`src/rtl/tmds_dec_if.sv`:
```
// TMDS decoder channel bus: one 10-bit deserialized symbol in per clock,
// decoded pixel/control/alignment status out.
//   tmds_data_i   : received symbol, bit 0 = first serial bit
//   px_data_o     : decoded pixel byte
//   px_data_val_o : px_data_o holds a freshly decoded data symbol
//   ctl_0_o/ctl_1_o : control bits from the last control token
//   locked_o      : symbol alignment achieved
//   bitslip_o     : one-cycle request to shift deserializer alignment
// master = symbol source / status sink (deserializer side), slave = decoder.
interface tmds_dec_if;
  logic [9:0] tmds_data_i;
  logic [7:0] px_data_o;
  logic       px_data_val_o;
  logic       ctl_0_o;
  logic       ctl_1_o;
  logic       locked_o;
  logic       bitslip_o;

  modport master (
    output tmds_data_i,
    input  px_data_o, px_data_val_o, ctl_0_o, ctl_1_o, locked_o, bitslip_o
  );

  modport slave (
    input  tmds_data_i,
    output px_data_o, px_data_val_o, ctl_0_o, ctl_1_o, locked_o, bitslip_o
  );
endinterface

```
`src/rtl/tmds_dec.sv`:
```
// Receive-side TMDS decoder for one channel.
// Stage 1 registers the raw symbol plus a control-token match and its code;
// stage 2 registers the decoded pixel / control outputs (2-cycle latency, no
// stalls). An alignment FSM watches the stage-1 token flag and requests
// bitslips until control tokens land on the right boundary.
// Ports:
//   clk_i : symbol clock, one symbol per cycle
//   rst_i : synchronous active-high reset
//   bus   : tmds_dec_if.slave (symbol in, pixel/ctl/lock/bitslip out)
// TMDS_CHANNEL is informational only (channel 0 carries HSYNC/VSYNC).
module tmds_dec #(
  parameter int TMDS_CHANNEL = 0,
  parameter int LOCK_TOKENS  = 8,
  parameter int SEARCH_LEN   = 2048,
  parameter int SLIP_WAIT    = 16
) (
  input logic      clk_i,
  input logic      rst_i,
  tmds_dec_if.slave bus
);

  if (TMDS_CHANNEL < 0 || TMDS_CHANNEL > 2) begin : g_bad_channel
    $error("tmds_dec: TMDS_CHANNEL must be 0, 1 or 2");
  end

  localparam int TW = $clog2(LOCK_TOKENS) + 1;
  localparam int SW = $clog2(SEARCH_LEN) + 1;
  localparam int WW = $clog2(SLIP_WAIT) + 1;

  localparam logic [TW-1:0] TOK_LIM  = TW'(LOCK_TOKENS);
  localparam logic [SW-1:0] SYM_LIM  = SW'(SEARCH_LEN);
  localparam logic [WW-1:0] WAIT_LIM = WW'(SLIP_WAIT);

  typedef enum logic [1:0] {
    SEARCH    = 2'd0,
    SLIP_WAIT_ST = 2'd1,
    LOCKED    = 2'd2
  } state_t;

  // vld marks stage 1 as holding a real symbol; it is cleared by reset so the
  // zeroed register is neither counted by the FSM nor decoded as a pixel.
  typedef struct packed {
    logic       vld;
    logic       tok;
    logic [1:0] code;
    logic [9:0] sym;
  } s1_t;

  s1_t s1_d, s1_q;

  state_t         state_q;
  logic [TW-1:0]  tok_cnt_q;
  logic [SW-1:0]  sym_cnt_q;
  logic [WW-1:0]  wait_cnt_q;
  logic           locked_q;
  logic           bitslip_q;

  logic [7:0]     px_q;
  logic           px_val_q;
  logic           ctl0_q;
  logic           ctl1_q;

  // ---------------------------------------------------------------- stage 1
  always_comb begin
    s1_d      = '0;
    s1_d.vld  = 1'b1;
    s1_d.sym  = bus.tmds_data_i;
    s1_d.tok  = 1'b1;
    unique case (bus.tmds_data_i)
      10'b1101010100: s1_d.code = 2'b00;
      10'b0010101011: s1_d.code = 2'b01;
      10'b0101010100: s1_d.code = 2'b10;
      10'b1010101011: s1_d.code = 2'b11;
      default:        s1_d.tok  = 1'b0;
    endcase
  end

  always_ff @(posedge clk_i) begin
    if (rst_i) s1_q <= '0;
    else       s1_q <= s1_d;
  end

  // TMDS data decode: undo the optional inversion, then undo the XOR/XNOR
  // chain selected by bit 8.
  function automatic logic [7:0] tmds_decode(input logic [9:0] s);
    logic [7:0] d;
    logic [7:0] px;
    d     = s[9] ? ~s[7:0] : s[7:0];
    px[0] = d[0];
    for (int i = 1; i < 8; i++)
      px[i] = s[8] ? (d[i] ^ d[i-1]) : ~(d[i] ^ d[i-1]);
    return px;
  endfunction

  // ---------------------------------------------------------------- stage 2
  // Output gating uses the state before this edge's FSM update, so the symbol
  // that completes a lock is not itself emitted, and the symbol that drops
  // lock is still emitted.
  always_ff @(posedge clk_i) begin
    if (rst_i) begin
      px_q     <= '0;
      px_val_q <= 1'b0;
      ctl0_q   <= 1'b0;
      ctl1_q   <= 1'b0;
    end else if (s1_q.vld && state_q == LOCKED) begin
      if (s1_q.tok) begin
        px_val_q <= 1'b0;
        ctl0_q   <= s1_q.code[0];
        ctl1_q   <= s1_q.code[1];
      end else begin
        px_val_q <= 1'b1;
        px_q     <= tmds_decode(s1_q.sym);
      end
    end else begin
      px_val_q <= 1'b0;
    end
  end

  // ---------------------------------------------------------- alignment FSM
  // Saturating increments; the FSM leaves the counting state on reaching the
  // limit, so saturation only guards against wrap.
  logic [TW-1:0] tok_inc;
  logic [SW-1:0] sym_inc;
  logic [WW-1:0] wait_inc;
  logic          tok_hit, sym_hit, wait_done;

  always_comb begin
    tok_inc   = (tok_cnt_q  >= TOK_LIM)  ? tok_cnt_q  : tok_cnt_q  + 1'b1;
    sym_inc   = (sym_cnt_q  >= SYM_LIM)  ? sym_cnt_q  : sym_cnt_q  + 1'b1;
    wait_inc  = (wait_cnt_q >= WAIT_LIM) ? wait_cnt_q : wait_cnt_q + 1'b1;
    tok_hit   = (tok_inc  >= TOK_LIM);
    sym_hit   = (sym_inc  >= SYM_LIM);
    wait_done = (wait_inc >= WAIT_LIM);
  end

  always_ff @(posedge clk_i) begin
    if (rst_i) begin
      state_q    <= SEARCH;
      tok_cnt_q  <= '0;
      sym_cnt_q  <= '0;
      wait_cnt_q <= '0;
      locked_q   <= 1'b0;
      bitslip_q  <= 1'b0;
    end else begin
      bitslip_q <= 1'b0;
      unique case (state_q)
        SEARCH: begin
          if (s1_q.vld) begin
            if (s1_q.tok) begin
              sym_cnt_q <= '0;
              if (tok_hit) begin
                state_q   <= LOCKED;
                locked_q  <= 1'b1;
                tok_cnt_q <= '0;
              end else begin
                tok_cnt_q <= tok_inc;
              end
            end else begin
              tok_cnt_q <= '0;
              if (sym_hit) begin
                state_q    <= SLIP_WAIT_ST;
                bitslip_q  <= 1'b1;
                sym_cnt_q  <= '0;
                wait_cnt_q <= '0;
              end else begin
                sym_cnt_q <= sym_inc;
              end
            end
          end
        end
        // Deserializer is realigning: symbols in flight are garbage.
        SLIP_WAIT_ST: begin
          if (wait_done) begin
            state_q    <= SEARCH;
            wait_cnt_q <= '0;
            tok_cnt_q  <= '0;
            sym_cnt_q  <= '0;
          end else begin
            wait_cnt_q <= wait_inc;
          end
        end
        LOCKED: begin
          if (s1_q.vld) begin
            if (s1_q.tok) begin
              sym_cnt_q <= '0;
            end else if (sym_hit) begin
              // Lost lock: restart the search without slipping.
              state_q   <= SEARCH;
              locked_q  <= 1'b0;
              sym_cnt_q <= '0;
              tok_cnt_q <= '0;
            end else begin
              sym_cnt_q <= sym_inc;
            end
          end
        end
        default: begin
          state_q   <= SEARCH;
          locked_q  <= 1'b0;
          tok_cnt_q <= '0;
          sym_cnt_q <= '0;
        end
      endcase
    end
  end

  assign bus.px_data_o     = px_q;
  assign bus.px_data_val_o = px_val_q;
  assign bus.ctl_0_o       = ctl0_q;
  assign bus.ctl_1_o       = ctl1_q;
  assign bus.locked_o      = locked_q;
  assign bus.bitslip_o     = bitslip_q;

endmodule

```
`src/flat_wrapper.sv`:
```
// flat-port wrapper written by rule: the top's interface ports become plain ports
module tmds_dec_flat 
#(
  parameter int TMDS_CHANNEL = 0,
  parameter int LOCK_TOKENS  = 8,
  parameter int SEARCH_LEN   = 2048,
  parameter int SLIP_WAIT    = 16
)
  (clk_i, rst_i, bus_tmds_data_i, bus_px_data_o, bus_px_data_val_o, bus_ctl_0_o, bus_ctl_1_o, bus_locked_o, bus_bitslip_o);
  tmds_dec_if bus_i ();
  input logic clk_i;
  input logic rst_i;
  input wire logic [$bits(bus_i.tmds_data_i)-1:0] bus_tmds_data_i;
  output wire logic [$bits(bus_i.px_data_o)-1:0] bus_px_data_o;
  output wire logic [$bits(bus_i.px_data_val_o)-1:0] bus_px_data_val_o;
  output wire logic [$bits(bus_i.ctl_0_o)-1:0] bus_ctl_0_o;
  output wire logic [$bits(bus_i.ctl_1_o)-1:0] bus_ctl_1_o;
  output wire logic [$bits(bus_i.locked_o)-1:0] bus_locked_o;
  output wire logic [$bits(bus_i.bitslip_o)-1:0] bus_bitslip_o;
  assign bus_i.tmds_data_i = bus_tmds_data_i;
  assign bus_px_data_o = bus_i.px_data_o;
  assign bus_px_data_val_o = bus_i.px_data_val_o;
  assign bus_ctl_0_o = bus_i.ctl_0_o;
  assign bus_ctl_1_o = bus_i.ctl_1_o;
  assign bus_locked_o = bus_i.locked_o;
  assign bus_bitslip_o = bus_i.bitslip_o;
  tmds_dec #(.TMDS_CHANNEL(TMDS_CHANNEL), .LOCK_TOKENS(LOCK_TOKENS), .SEARCH_LEN(SEARCH_LEN), .SLIP_WAIT(SLIP_WAIT)) u_core (.clk_i(clk_i), .rst_i(rst_i), .bus(bus_i));
endmodule
```
`config.mk`:
```
export PLATFORM = sky130hd
export DESIGN_NAME = tmds_dec_flat
export DESIGN_NICKNAME = d
export VERILOG_FILES = /design/src/rtl/tmds_dec_if.sv /design/src/rtl/tmds_dec.sv /design/src/flat_wrapper.sv
export SDC_FILE = /design/constraint.sdc
export NUM_CORES = 1
export LEC_CHECK = 0
export ABC_AREA = 1
export CORE_MARGIN = 8
export CORE_UTILIZATION = 35
export CTS_CLUSTER_DIAMETER = 60
export CTS_CLUSTER_SIZE = 24
export DETAILED_ROUTE_END_ITERATION = 7
export PLACE_DENSITY = 0.65
export SKIP_LAST_GASP = 1
export SYNTH_ARGS = -nofsm -noshare
export SYNTH_HDL_FRONTEND = slang
export SYNTH_SLANG_ARGS = --single-unit
```
`constraint.sdc`:
```
create_clock -name clk_i -period 1.35 [get_ports clk_i]
set_input_delay 0.27 -clock clk_i [delete_from_list [all_inputs] [get_ports clk_i]]
set_output_delay 0.27 -clock clk_i [all_outputs]
set_load 0.005 [all_outputs]
```
==> results.tsv, run 1 <==
stage	metric	value	unit
critical_path	slowest CP cell	dfxtp_2	
synthesis	number of unique standard cell types used by synthesis	31	
timing	Max-slew headroom	76.17	%
final_layout	share of layout cells above drive strength 1	26.42	%
critical_path	Worst Setup Path Type	reg -> reg	
clock_network	worst skew pair latency	0.31	ns
critical_path	Crit path required time	1.59	ns
final_layout	Util after Layout	47.23	%
route	vias post-DR	2052	
synthesis	Synth top area share	42.15	%
final_layout	Fill cells	678	
power_and_ir_drop	Clk pwr share	26.7	%
run	# Max-Cap Violations	0	
critical_path	WP buf/inv	0	
critical_path	crit path DAT	1.56	ns
die	Die X	98.37	µm
die	initial core utilization	35.54	%
timing	worst setup slack after layout	0.02987	ns
final_layout	Final Instance Area	3156	µm²
synthesis	Mapped Cells	309	
synthesis	flops & latches, synth	50	
global_route	GRT Total Usage	10.05	%
critical_path	delay-heaviest family, CP	simple AND/OR/NAND/NOR gates	
critical_path	most used cell, CP	nor2_1	
final_layout	n_diodes	0	
timing	RSZ-0062 raised after global routing	true	
global_route	initial antenna violation count	0	
critical_path	Max FO, Critical Path	4	
route	initial DRC count	79	
critical_path	Cell Chain, Critical Path	ha_4, nand3_4, nand3_4, nand2_4, nor2_4, nand3_2, nor2_1, nor2_1, nor2_1	
placement	number of port buffers	24	
timing	Setup TNS Final	0	ns
timing	Final Skew	0.009662	ns
power_and_ir_drop	pwr dens	1068	nW/µm²
die	I/O Pins	25	
timing	fmax	757.5	MHz
global_route	vias in the first global route	1984	
final_layout	multi-input logic area	1221	µm²
synthesis	top_reg_cell synth	dfxtp_1	
critical_path	Worst path depth	9	
timing	max-slew violations	0	
clock_network	total CTS buffers	5	
final_layout	Sequential Area	1015	µm²
synthesis	mapped cell area	2375	µm²
clock_network	post-cts hold buffer count	0	
clock_network	Root Buffer	clkbuf_8	
power_and_ir_drop	VDD IR max	0.6040	mV
critical_path	worst r2r path cells	9	
synthesis	EDFF count, synth	0	
global_route	global-route wire length before repair	8176	µm
critical_path	CP startpoint kind	flip-flop	
power_and_ir_drop	combinational power share	24.2	%
placement	dpl hpwl	3594	µm
route	DR WL/cell	10.82	µm
placement	Setup WS pre-CTS	-0.08117	ns
die	Row Count	30	
timing	final setup vio count	0	
timing	crit path time final	1.320	ns
timing	count of final hold-check violations	0	
final_layout	area delta synth->final	32.88	%
global_route	total gr overflow	0	
global_route	largest net degree at the start of global routing	21	
timing	Final period util	97.79	%
power_and_ir_drop	Net Switching	1.051	mW
synthesis	Yosys top cell by area	dfxtp_1	
synthesis	syn nets	327	
synthesis	yosys warns	0	
clock_network	H-Tree Depth	2	
clock_network	Clock transition at path regs	0.09	ns
final_layout	final net count	388	
critical_path	Worst Setup End Kind	flip-flop	
synthesis	Seq/Total Area, Yosys	42.15	%
die	Die Y	98.37	µm
synthesis	Commonest cells post-synth	57 x nand2_1, 50 x dfxtp_1, 44 x nor2_1	
placement	GPL Wtd Cong	0.8490	
die	core area	6681	µm²
run_status	status	complete, no violations	
placement	DP Area	2902	µm²
worst_hold_path	Hold Path Class	reg -> reg	
route	Detail Route Antenna Nets	0	
critical_path	biggest cell delay along the critical path	0.36	ns
die	Die Area	9677	µm²
power_and_ir_drop	Int Power	2.318	mW
power_and_ir_drop	Sw Ratio	31.20	%
route	Routed WL	4881	µm
synthesis	most used standard cell by instance count after synthesis	nand2_1	
power_and_ir_drop	total power	3.369	mW
route	DR vias/cell	4.550	
worst_hold_path	hold path depth	2	
power_and_ir_drop	leakage dissipation	1.408	nW
clock_network	CTS tree	done	
clock_network	Max Root-Sink Buffers	2	
route	Initial DRT Pass Iterations	4	
synthesis	largest cells by area after synthesis	dfxtp_1 42%, nand2_1 9.0%, nor2_1 7.0%, inv_1 6.5%, xor2_1 3.7%	
timing	actual slew at the worst max-slew pin	0.3541	ns
clock_network	clk sinks	50	
power_and_ir_drop	sequential cell fraction of total power	49.1	%
synthesis	async set-reset flop share out of synthesis	0	%
route	# DRC	0	
synthesis	Synth Area per Inst	7.685	µm²
[sequential cells by signal (all words and copies together) (netlist names)]
name and count:
u_core.wait_cnt_q 5, u_core.s1_q 14, u_core.sym_cnt_q 12, u_core.state_q 2, u_core.bus.ctl_0_o 1, u_core.bus.px_data_o 8
u_core.bus.bitslip_o 1, u_core.bus.px_data_val_o 1, u_core.bus.locked_o 1, u_core.tok_cnt_q 4, u_core.bus.ctl_1_o 1
[power by group through the flow]
stage	sequential [mW]	clock, mW	combinational [mW]
global route	1.67	0.972	0.907
global placement	1.67	0	0.741
detailed placement	1.67	0	0.753
CTS	1.65	0.931	0.742
finish	1.66	0.899	0.814
floorplan	1.66	0	0.463
[timing repair]
item,in CTS,in global routing
resized for setup,24,31
cloned,0,1
endpoints found under the setup margin,30,28
buffers inserted,0,4
pin swaps,2,11
[placed cells by master (no fill, tap or decap), types with 7 or more instances in the layout]
master           synthesis  final
clkdlybuf4s50_1          0     11
buf_4                    1     33
dlygate4sd2_1            0     12
nand2_1                 57     51
inv_1                   41     39
a21oi_1                 17     17
dfxtp_2                  0     11
nor2_1                  44     40
dfxtp_1                 50     39
nand3_1                 16     14
nand3_2                  7      7
xor2_1                  10     10
nand4_1                  9      9
[path summary, 6_finish.rpt]
check | from | endpoint | slack (ns)
worst max-delay path | u_core.wait_cnt_q[1] | u_core.state_q[0] | 0.03
worst min-delay path | u_core.wait_cnt_q[4] | u_core.wait_cnt_q[4] | 0.44
worst max register to register | u_core.wait_cnt_q[1] | u_core.state_q[0] | 0.03
worst min register to register | u_core.wait_cnt_q[4] | u_core.wait_cnt_q[4] | 0.44
[per-stage QoR]
stage	hold WS, ns	std cells
global route	0.4908	451
finish	0.4430	451
CTS	0.4454	446
detailed placement	0.4310	438
global placement	0.4302	438
floorplan	0.3770	309
[kinds of logic after synthesis]
logic type | share of synthesized area, %
AOI/OAI and AO/OA | 9.062
xor gates and xnor gates | 4.795
adders and majority gates | 3.161
buffers and inverters | 11.22
DFF | 42.15
and+or+nand+nor | 29.61
[tightest hold or removal path: cells and delay by family (launching register included)]
family / cells / cell delay [ns]
flip-flops: 1 / 0.32
AND/OR/NAND/NOR: 2 / 0.09
[routing by layer]
metal | share of wire, % | GRT usage (%) | up-vias | routed length (µm)
met1 | 46 | 10.89 | 910 | 2239
met2 | 50 | 17.95 | 30 | 2428
met3 | 3.4 | 3.272 | 4 | 164
met4 | 0.98 | 3.306 | 0 | 48
met5 | 0 | 0 | - | 0
li1 | - | - | 1108 | -
[final cells by class]
type | count | share of cell area [%]
Multi-Input combinational cell | 204 | 38.70
Sequential cell | 50 | 32.16
Timing Repair Buffer | 60 | 16.42
Inverter | 48 | 6.344
Tap cell | 80 | 3.172
Clock buffer | 5 | 2.181
Clock inverter | 3 | 0.7930
Timing Repair inverter | 1 | 0.2379
Note: power is estimated with default switching activity, not from simulation.
==> run 2, diff against run 1 <==
--- a/config.mk
+++ b/config.mk
@@ -11,7 +11,7 @@
 export CTS_CLUSTER_DIAMETER = 60
 export CTS_CLUSTER_SIZE = 24
 export DETAILED_ROUTE_END_ITERATION = 7
-export PLACE_DENSITY = 0.65
+export PLACE_DENSITY_LB_ADDON = 0.25
 export SKIP_LAST_GASP = 1
 export SYNTH_ARGS = -nofsm -noshare
 export SYNTH_HDL_FRONTEND = slang
==> run 2 against run 1 <==
Effect of this change: the flow now finishes with violations (negative setup slack); cell count unchanged; routed wire length rose by 1.8%; fmax down 3.4%; first-iteration DRC count up 56%; non-clock buffer count is the same; sequential cell count stayed put; clock power grew 5.6%; critical path type unchanged; critical endpoint is now u_core.sym_cnt_q[7].
==> results.tsv, run 2 (synthesis gave the netlist of run 1 again) <==
stage	metric	value	unit	change
run_status	status	finished with violations		was complete, no violations
run_status	failing checks	negative setup slack		
route	# DRC	0		unchanged
worst_hold_path	Hold Crit Start	u_core.bus.ctl_1_o		was u_core.wait_cnt_q[4]
global_route	GRT Max-Usage Layer	met2		unchanged
final_layout	most frequent cells in the layout	51 x nand2_1, 41 x inv_1, 41 x nor2_1		was 51 x nand2_1, 40 x nor2_1, 39 x inv_1, 39 x dfxtp_1, 33 x buf_4
timing	Final period util	101.2	%	was 97.79%
timing	Final Skew	0.006953	ns	was 0.009662 ns
clock_network	Clock transition at path regs	0.10	ns	was 0.09 ns
final_layout	share of layout cells above drive strength 1	27.49	%	was 26.42%
global_route	GRT Total Usage	10.80	%	was 10.05%
timing	count of final hold-check violations	0		unchanged
power_and_ir_drop	Net Switching	1.092	mW	was 1.051 mW
global_route	met3 usage	3.058	%	was 3.272%
worst_hold_path	Hold Path Class	reg -> reg		unchanged
power_and_ir_drop	sequential cell fraction of total power	48.3	%	was 49.1%
global_route	met2 usage	17.48	%	was 17.95%
critical_path	FF-to-FF Start	u_core.wait_cnt_q[1]		unchanged
timing	final setup vio count	1		was 0
die	initial core utilization	35.54	%	unchanged
global_route	vias in the first global route	2038		was 1984
placement	number of port buffers	24		unchanged
final_layout	Sequential Area	1026	µm²	was 1015 µm²
global_route	largest net degree at the start of global routing	24		was 21
final_layout	n_diodes	0		unchanged
route	Routed WL	4968	µm	was 4881 µm
route	initial DRC count	123		was 79
critical_path	crit path DAT	1.58	ns	was 1.56 ns
final_layout	multi-input logic area	1220	µm²	was 1221 µm²
final_layout	area delta synth->final	33.46	%	was 32.88%
final_layout	Fill cells	688		was 678
critical_path	R2R Path End	u_core.sym_cnt_q[7]		was u_core.state_q[0]
global_route	total gr overflow	0		unchanged
critical_path	worst r2r path cells	9		unchanged
global_route	global-route wire length before repair	8735	µm	was 8176 µm
critical_path	CP startpoint kind	flip-flop		unchanged
clock_network	Root Buffer	clkbuf_8		unchanged
timing	worst setup slack after layout	-0.01621	ns	was 0.02987 ns
die	Die Area	9677	µm²	unchanged
clock_network	H-Tree Depth	2		unchanged
final_layout	final net count	388		unchanged
run	# Max-Cap Violations	0		unchanged
placement	Setup WS pre-CTS	-0.05553	ns	was -0.08117 ns
worst_hold_path	worst hold endpoint	u_core.bus.ctl_1_o		was u_core.wait_cnt_q[4]
power_and_ir_drop	Sw Ratio	31.89	%	was 31.20%
critical_path	reg2reg setup slack	-0.02	ns	was 0.03 ns
die	core area	6681	µm²	unchanged
global_route	initial antenna violation count	0		unchanged
final_layout	Final Non-Filler Cells	451		unchanged
power_and_ir_drop	combinational power share	24.0	%	was 24.2%
placement	DP Area	2872	µm²	was 2902 µm²
route	Initial DRT Pass Iterations	4		unchanged
timing	Max-slew headroom	77.45	%	was 76.17%
die	I/O Pins	25		unchanged
clock_network	CTS tree	done		unchanged
critical_path	Worst Setup Path Type	reg -> reg		unchanged
die	Row Count	30		unchanged
timing	RSZ-0062 raised after global routing	true		unchanged
route	DR vias/cell	4.601		was 4.550
power_and_ir_drop	VDD IR max	0.4972	mV	was 0.6040 mV
route	Detail Route Antenna Nets	0		unchanged
die	Die X	98.37	µm	unchanged
critical_path	Max FO, Critical Path	6		was 4
final_layout	Util after Layout	47.43	%	was 47.23%
critical_path	Crit path required time	1.56	ns	was 1.59 ns
timing	actual slew at the worst max-slew pin	0.3352	ns	was 0.3541 ns
clock_network	post-cts hold buffer count	0		unchanged
clock_network	total CTS buffers	5		unchanged
clock_network	clk sinks	50		unchanged
final_layout	most common cell after layout, fill and taps aside	nand2_1		unchanged
final_layout	Final Instance Area	3169	µm²	was 3156 µm²
clock_network	worst skew pair latency	0.32	ns	was 0.31 ns
power_and_ir_drop	Int Power	2.332	mW	was 2.318 mW
clock_network	Max Root-Sink Buffers	2		unchanged
power_and_ir_drop	leakage dissipation	1.426	nW	was 1.408 nW
route	vias post-DR	2075		was 2052
timing	max-slew violations	0		unchanged
final_layout	Most flops, register	u_core.s1_q		unchanged
final_layout	Largest register FFs	14		unchanged
timing	Setup TNS Final	-0.01621	ns	was 0 ns
power_and_ir_drop	Clk pwr share	27.7	%	was 26.7%
worst_hold_path	hold path depth	2		unchanged
global_route	grt met1 use	13.40	%	was 10.89%
critical_path	Worst Setup End Kind	flip-flop		unchanged
placement	GPL Wtd Cong	0.8417		was 0.8490
route	DR WL/cell	11.02	µm	was 10.82 µm
placement	placed insts	434		was 438
timing	crit path time final	1.366	ns	was 1.320 ns
timing	fmax	732.0	MHz	was 757.5 MHz
placement	dpl hpwl	3532	µm	was 3594 µm
power_and_ir_drop	pwr dens	1081	nW/µm²	was 1068 nW/µm²
die	Die Y	98.37	µm	unchanged
[run 2: timing repair]
item / CTS / global route
resized for setup: 29 / 34
setup endpoints to repair: 31 / 31
cloned: 0 / 1
buffers inserted: 0 / 8
pin swaps: 2 / 13
[run 2: worst max-delay path by stage]
stage / startpoint / endpoint / slack, ns / depth (start not counted)
finish: u_core.wait_cnt_q[1] / u_core.sym_cnt_q[7] / -0.02 / 9
detailed placement: bus_tmds_data_i[1] / u_core.s1_q[11] / -0.06 / 4
global placement: rst_i / u_core.s1_q[12] / -0.05 / 5
CTS: u_core.bus.px_data_o[1] / bus_px_data_o[1] / -0.10 / 1
floorplan: u_core.wait_cnt_q[0] / u_core.sym_cnt_q[8] / -0.001 / 9
global route: u_core.wait_cnt_q[1] / u_core.sym_cnt_q[7] / -0.14 / 9
[run 2: layout make-up]
class | instances | share of cell area (%)
sequential | 50 | 32.37
timing repair buffer | 60 | 16.34
clock inverter | 3 | 0.9080
tap | 80 | 3.158
clock buffer | 5 | 2.171
multi-input combinational | 204 | 38.49
timing repair inverter | 1 | 0.1579
inverter | 48 | 6.396
[run 2: metal layers]
metal	vias up	part of all wire, %
li1	1113	-
met1	927	50
met2	30	45
met3	5	3.5
met4	0	1.4
met5	-	0
[run 2: worst max-delay path, stage by stage, from the launching register on]
cell     delay (ns)
dfxtp_2        0.36
ha_4           0.15
nand3_4        0.08
nand3_4        0.09
nand2_4        0.08
inv_6          0.09
buf_6          0.12
nand3_2        0.08
xor2_1         0.15
nor2_1         0.05
[run 2: power groups by stage]
| stage | clock network (mW) | logic, mW | registers (mW) |
|---|---|---|---|
| final | 0.949 | 0.821 | 1.65 |
| after global routing | 1.05 | 0.919 | 1.67 |
| after CTS | 0.985 | 0.747 | 1.64 |
| after detailed placement | 0 | 0.745 | 1.67 |
| after global placement | 0 | 0.741 | 1.67 |
| after floorplan | 0 | 0.463 | 1.66 |
[run 2: per-stage QoR]
stage | power (mW) | hold WS (ns)
3_3_place_gp | 2.411 | 0.4311
2_1_floorplan | 2.127 | 0.3770
5_1_grt | 3.640 | 0.4905
6_report | 3.425 | 0.4688
4_1_cts | 3.374 | 0.4769
3_5_place_dp | 2.415 | 0.4613
